File: src/rtl/regfile_write_scheduler.sv
`default_nettype none
// ============================================================================
// Module  : regfile_write_scheduler
// Purpose : Clears the register-file RAM after reset, then round-robin
//           arbitrates two write requesters onto its single write port.
// Revision: 1.0
// ============================================================================
module regfile_write_scheduler #(
  parameter int DATA_WIDTH = 32,
  parameter int ADDR_WIDTH = 8,
  parameter int MEM_SIZE   = 8
) (
  input  logic                  Clock,
  input  logic                  Reset,
  input  logic                  iValid0,
  input  logic [ADDR_WIDTH-1:0] iAddr0,
  input  logic [DATA_WIDTH-1:0] iData0,
  output logic                  oReady0,
  input  logic                  iValid1,
  input  logic [ADDR_WIDTH-1:0] iAddr1,
  input  logic [DATA_WIDTH-1:0] iData1,
  output logic                  oReady1,
  output logic                  oWriteEnable,
  output logic [ADDR_WIDTH-1:0] oWriteAddress,
  output logic [DATA_WIDTH-1:0] oWriteData,
  output logic                  oInitDone,
  output logic                  oGrantId,
  output logic                  oAddrError
);

  localparam logic [ADDR_WIDTH-1:0] C_LAST_ADDR = ADDR_WIDTH'(MEM_SIZE);

  typedef enum logic [0:0] {
    ST_INIT = 1'b0,
    ST_RUN  = 1'b1
  } state_t;

  state_t                  state_q, state_d;
  logic [ADDR_WIDTH-1:0]   clr_cnt_q, clr_cnt_d;
  logic                    ptr_q, ptr_d;
  logic                    we_q, we_d;
  logic [ADDR_WIDTH-1:0]   addr_q, addr_d;
  logic [DATA_WIDTH-1:0]   data_q, data_d;
  logic                    done_q, done_d;
  logic                    gid_q, gid_d;
  logic                    err_q, err_d;

  logic                    run;
  logic                    ready0;
  logic                    ready1;
  logic                    xfer0;
  logic                    xfer1;

  // Ready is gated by Reset so nothing handshakes on a reset edge.
  assign run    = (state_q == ST_RUN);
  assign ready0 = Reset & run & iValid0 & (~iValid1 | ~ptr_q);
  assign ready1 = Reset & run & iValid1 & (~iValid0 |  ptr_q);
  assign xfer0  = iValid0 & ready0;
  assign xfer1  = iValid1 & ready1;

  always_comb begin
    state_d   = state_q;
    clr_cnt_d = clr_cnt_q;
    ptr_d     = ptr_q;
    we_d      = 1'b0;
    addr_d    = addr_q;
    data_d    = data_q;
    done_d    = done_q;
    gid_d     = gid_q;
    err_d     = 1'b0;

    unique case (state_q)
      ST_INIT: begin
        we_d      = 1'b1;
        addr_d    = clr_cnt_q;
        data_d    = '0;
        clr_cnt_d = clr_cnt_q + 1'b1;
        if (clr_cnt_q == C_LAST_ADDR) begin
          state_d = ST_RUN;
          done_d  = 1'b1;
        end
      end

      ST_RUN: begin
        if (xfer0) begin
          addr_d = iAddr0;
          data_d = iData0;
          gid_d  = 1'b0;
          ptr_d  = 1'b1;
          we_d   = (iAddr0 <= C_LAST_ADDR);
          err_d  = (iAddr0 >  C_LAST_ADDR);
        end else if (xfer1) begin
          addr_d = iAddr1;
          data_d = iData1;
          gid_d  = 1'b1;
          ptr_d  = 1'b0;
          we_d   = (iAddr1 <= C_LAST_ADDR);
          err_d  = (iAddr1 >  C_LAST_ADDR);
        end
      end

      default: begin
        state_d = ST_INIT;
      end
    endcase
  end

  always_ff @(posedge Clock) begin
    if (!Reset) begin
      state_q   <= ST_INIT;
      clr_cnt_q <= '0;
      ptr_q     <= 1'b0;
      we_q      <= 1'b0;
      addr_q    <= '0;
      data_q    <= '0;
      done_q    <= 1'b0;
      gid_q     <= 1'b0;
      err_q     <= 1'b0;
    end else begin
      state_q   <= state_d;
      clr_cnt_q <= clr_cnt_d;
      ptr_q     <= ptr_d;
      we_q      <= we_d;
      addr_q    <= addr_d;
      data_q    <= data_d;
      done_q    <= done_d;
      gid_q     <= gid_d;
      err_q     <= err_d;
    end
  end

  assign oReady0       = ready0;
  assign oReady1       = ready1;
  assign oWriteEnable  = we_q;
  assign oWriteAddress = addr_q;
  assign oWriteData    = data_q;
  assign oInitDone     = done_q;
  assign oGrantId      = gid_q;
  assign oAddrError    = err_q;

endmodule
`default_nettype wire

File: config.mk
export PLATFORM = sky130hd
export DESIGN_NAME = regfile_write_scheduler
export DESIGN_NICKNAME = d
export VERILOG_FILES = /design/src/rtl/regfile_write_scheduler.sv
export SDC_FILE = /design/constraint.sdc
export NUM_CORES = 1
export LEC_CHECK = 0
export ABC_AREA = 0
export CORE_MARGIN = 2
export CORE_UTILIZATION = 25
export DETAILED_ROUTE_END_ITERATION = 12
export GPL_TIMING_DRIVEN = 0
export HOLD_SLACK_MARGIN = 0.08
export SETUP_SLACK_MARGIN = 0.3
export SLEW_MARGIN = 0
export SYNTH_ARGS = -nofsm -noshare
export SYNTH_HDL_FRONTEND = slang
export SYNTH_SLANG_ARGS = --single-unit
File: constraint.sdc
create_clock -name Clock -period 1.6 [get_ports Clock]
set_clock_uncertainty 0.1 [all_clocks]
set_input_delay 0.4 -clock Clock [delete_from_list [all_inputs] [get_ports Clock]]
set_output_delay 0.4 -clock Clock [all_outputs]
set_load 0.005 [all_outputs]
== After elaboration in Yosys (flattened, before gate mapping) ==
Index checks and enable logic that the tools add are counted.
Storage, ports and cells
  word-level logic and storage cells: 50
  register bits after elaboration: 54
Operators by class
  reductions and logical operators: 4
  magnitude comparators: 4
  eq/ne operators: 2
  muxes and demuxes: 17
  add/subtract/negate cells: 1
  bitwise operators: 13
Operators by type and width (number)
  2-to-1 mux 32 bit: 2
  one-hot mux 32 bit (2 select lines): 1
  > comparator 8 x 4 -> 1 bit (second input constant): 2
  less-or-equal comparator 8 x 4 -> 1 bit (second input constant): 2
  2-to-1 mux 8 bit: 2
  one-hot mux 8 bit (2 select lines): 1
  2-to-1 mux 1 bit: 10
  adder 8 x 1 -> 8 bit (second input constant): 1
  == test 8 x 4 -> 1 bit (second input constant): 1
  AND 1 bit: 7
  AND reduction 2 bit: 3
  inverter 1 bit: 4
  != test 3 x 1 -> 1 bit (second input constant): 1
  bitwise OR 1 bit: 2
  one-hot mux 1 bit (2 select lines): 1
  nonzero test 2 bit: 1

== Logic depth before layout (Yosys ltp) ==
  depth after elaboration: 7
  gate-level depth with buffers: 6
  mapped depth without buffers: 6

== Least setup slack after synthesis ==
No wires, ideal clock.
  path type: input-to-reg
  start point: in iAddr1[6]
  end point: reg we_q (netlist: oWriteEnable)
  path slack: 0.137 ns
  required time: 1.440 ns
  arrival: 1.303 ns
  stages: 4
  library setup time: 0.060 ns
  cells stage by stage: or4_1 a21oi_1 a211o_1 and3_1
Between the ends
  word-level cells in the longest chain between the ends: 4
Ends and longest elaborated chain
  start, declared: RTL line 20  | input logic [ADDR_WIDTH-1:0] iAddr1,
  less-or-equal comparator 8 x 4 -> 1 bit: RTL line 97  | we_d = (iAddr1 <= C_LAST_ADDR);
  2-to-1 mux 1 bit: RTL line 92  | end else if (xfer1) begin
  2-to-1 mux 1 bit: RTL line 85  | if (xfer0) begin
  one-hot mux 1 bit (2 select lines): RTL line 72  | unique case (state_q)
  end signal, assigned: RTL line 123  | we_q <= we_d;
  end, declared: RTL line 41  | logic we_q, we_d;
No other way between the ends.
A chain may end at the register's enable or synchronous reset.

== Worst setup path in the final report ==
  start point: reg ptr_q
  end point: out oReady0
Between the ends
  word-level cells in the longest chain between the ends: 3
Ends and longest elaborated chain
  start, declared: RTL line 40  | logic ptr_q, ptr_d;
  start signal, assigned: RTL line 122  | ptr_q <= ptr_d;
  inverter 1 bit: RTL line 56  | assign ready0 = Reset & run & iValid0 & (~iValid1 | ~ptr_q);
  bitwise OR 1 bit: RTL line 56
  AND 1 bit: RTL line 56
  end, declared: RTL line 18  | output logic oReady0,
No other way between the ends.

==> impl_metrics.yaml <==
outcome:
  outcome: "finished with violations"
  violations: "negative setup slack"
power:
  leakagePower_nw: 1.841
  finalPower_mw: 2.739
  ir_drop_v: 0.0003543
  p_per_area_nw_per_um2: 566.0
cts:
  cts_sinks: 54
  cts_root_buf: "clkbuf_8"
  cts.clk_slew.worst_paths_ns: 0.10
  cts_max_level: 2
  worst_skew_pair.late_latency_ns: 0.31
  clock_path_buffers: 2
  numCtsBuffers: 5
  holdBufCountCts: 0
  cts_tree: "built"
detailed_routing:
  via_count: 2760
  firstDrtPassIters: 4
  avgRoutedWirePerCell_um: 15.50
  detail_route.iter0.violations: 87
  vias_per_cell: 4.742
  routed_wl_um: 9019
  drc: 0
  antenna_left: 0
worst_hold_path:
  min-delay-start: "oInitDone"
  min_path_type: "reg -> reg"
  hold_depth: 1
  min_to: "oInitDone"
synthesis:
  synth_top_family_by_area: "compound AO/OA/AOI/OAI gates"
  netlist_instances: 273
  synth_mux_area_share_pct: 15.78
  seq_area_frac_synth_pct: 41.56
  ys_ff_latch: 54
  synth-compound-area-share_pct: 23.18
  synth-main-ff-cell: "dfxtp_1"
  synth_fa_ha_area_share_pct: 0.9620
  yosysWarnings: 0
  syn-mean-instance-area_um2: 9.528
  synth_cell_types: 38
  synth_area_leaders: "dfxtp_1, mux2i_1, a211oi_1, a21oi_1, a211oi_2"
  synth_common_cells: "dfxtp_1, mux2i_1, a21oi_1"
  async_flop_share_pct: 0
  synth_area_leader_cell: "dfxtp_1"
  synth-xor-area-share_pct: 2.357
  synth_nets: 359
  synthSimpleGateAreaFrac_pct: 8.706
  synth-edff-count: 0
  syn_area_um2: 2601
  synth_most_common_cell: "dfxtp_1"
  synth_top_cell_area_share_pct: 41.56
worst_setup_path:
  path_class: "reg -> out"
  critPathLaunch: "ptr_q"
  cp.arrival_ns: 1.19
  required_ns: 1.10
  r2r-end: "oWriteData[14]"
  crit_path_max_fanout: 2
  r2r-start: "ptr_q"
  crit_path_start_kind: "register"
  end_kind: "output pin"
  ff2ff_setup_slack_ns: -0.05
  rr_worst_depth: 8
layout:
  regArea_um2: 1146
  multi_input_area_um2: 1637
  area_growth_pct: 86.00
  num-nets-final: 531
  drive_above_1_share_pct: 47.31
  diodes: 0
  fillers: 980
  stdcell_area_um2: 4838
  finalNonFillerCells: 582
placement:
  place_congestion: 0.7700
  place_area_um2: 4110
  place_hpwl_um: 6311
  placedCellCount: 538
  port_buffers: 129
global_route:
  grt_max_degree: 16
  antenna_found_initial: 0
  grt_pass1_wl_um: 14080
  first_global_vias: 2824
  track_usage_pct: 15.61
  gr-total-overflow: 0
sta:
  fin_ws_ns: -0.08616
  setup_violations: 29
  worst_slew_pin_slew_ns: 0.5443
  max_freq_mhz: 593.1
  drv_slew: 0
  fin_crit_sh_pct: 105.4
  final.min_clock_period_ns: 1.686
  rsz0062_at_grt: "true"
  holdWs_ns: 0.3701
  relSlewSlack_pct: 63.72
  hold_viol_final: 0
job:
  drv_cap: 0
floorplanning:
  core_region_area_um2: 10230
  die-height_um: 106.0
  dieArea_um2: 11240
  ios: 130
  rows: 37
  start_util_pct: 25.42
  floorplan.die.width_um: 106.0
==> cell usage in the layout (no fill, tap or decap), drive strengths merged <==
| cell type | synthesis | layout |
|---|---|---|
| or4 | 1 | 1 |
| o22ai | 7 | 7 |
| buf | 14 | 96 |
| nor3 | 1 | 1 |
| and4b | 1 | 1 |
| a211o | 1 | 1 |
| xor2 | 3 | 3 |
| o211a | 1 | 1 |
| a21oi | 38 | 38 |
| and3 | 4 | 4 |
| clkdlybuf4s50 | 0 | 73 |
| dlygate4sd2 | 0 | 6 |
| nor2b | 1 | 1 |
| o21a | 1 | 1 |
| nor4b | 1 | 1 |
| nand2b | 2 | 2 |
| nand3 | 2 | 2 |
| a211oi | 32 | 32 |
| clkdlybuf4s15 | 0 | 4 |
| mux2i | 41 | 41 |
| clkbuf | 11 | 18 |
| a2bb2oi | 1 | 1 |
| or3 | 2 | 2 |
| nand2 | 17 | 17 |
| nor4 | 2 | 2 |
| dfxtp | 54 | 54 |
| nand4 | 1 | 1 |
| xnor2 | 4 | 4 |
| nor2 | 10 | 10 |
| inv | 7 | 7 |
| o21ai | 8 | 8 |
| o211ai | 1 | 1 |
| and4 | 1 | 1 |
| ha | 2 | 2 |
| o31ai | 1 | 1 |
| bufinv | 0 | 1 |
==> per-stage QoR <==
step / TNS (ns) / setup WS, ns / util, %
floorplan: 0 / 0.1716 / -
global placement: -28.50 / -0.9750 / 40.17
detailed placement: -29.87 / -0.9674 / 40.17
CTS: -1.043 / -0.09209 / 45.00
global route: -3.045 / -0.1355 / 47.29
finish: -0.9305 / -0.08616 / 47.29
==> critical path, stage by stage, from the launching register on <==
cell and delay, ns:
dfxtp_2 0.34, buf_6 0.12, a21oi_4 0.11, buf_6 0.13
buf_8 0.09, buf_6 0.08
==> registers in the layout, indices dropped and copies added, names as in the netlist <==
signal	cells
oWriteData	32
oWriteEnable	1
oWriteAddress	8
oGrantId	1
oInitDone	1
oAddrError	1
run	1
clr_cnt_q	8
ptr_q	1
==> layout make-up <==
cell class                 count  area share [%]
multi-input combinational    187           33.82
timing repair buffer         165           31.19
sequential                    54           23.69
buffer                        25           4.939
tap                          136           3.517
clock buffer                   7           1.577
inverter                       7          0.6465
clock inverter                 1          0.6206
==> per-layer routing <==
metal | GRT usage [%] | up-vias | wire length, µm
met5 | 0 | - | 0
met4 | 2.820 | 0 | 122
met3 | 4.047 | 10 | 568
met2 | 27.70 | 100 | 4488
met1 | 19.20 | 1296 | 3840
li1 | - | 1354 | -
==> cells by family (layout without fill, tap and decap cells) <==
kind of cell             Yosys count  count (layout)
flip-flops                        54              54
XOR/XNOR                           7               7
AO/OA/AOI/OAI                     91              91
buffers and inverters             32             205
multiplexers                      41              41
AND/OR/NAND/NOR                   46              46
adder cells (fa/ha/maj)            2               2
==> power by group <==
| part | switching [mW] | internal [mW] |
|---|---|---|
| clock network | 0.472 | 0.470 |
| registers | 0.0177 | 1.36 |
| logic | 0.147 | 0.273 |
==> timing repair <==
action,CTS,global route
endpoints found under the setup margin,100,62
cloned,4,1
pin swaps,21,18
setup buffers,25,6
resized for setup,319,36
==> worst max-delay path by stage <==
| stage | endpoint | slack, ns |
|---|---|---|
| CTS | oReady0 | -0.09 |
| global placement | oReady0 | -0.97 |
| detailed placement | oReady1 | -0.97 |
| global route | oReady0 | -0.14 |
| floorplan | oWriteEnable | 0.17 |
| finish | oReady0 | -0.09 |
Power figures use the tool's default switching activity.
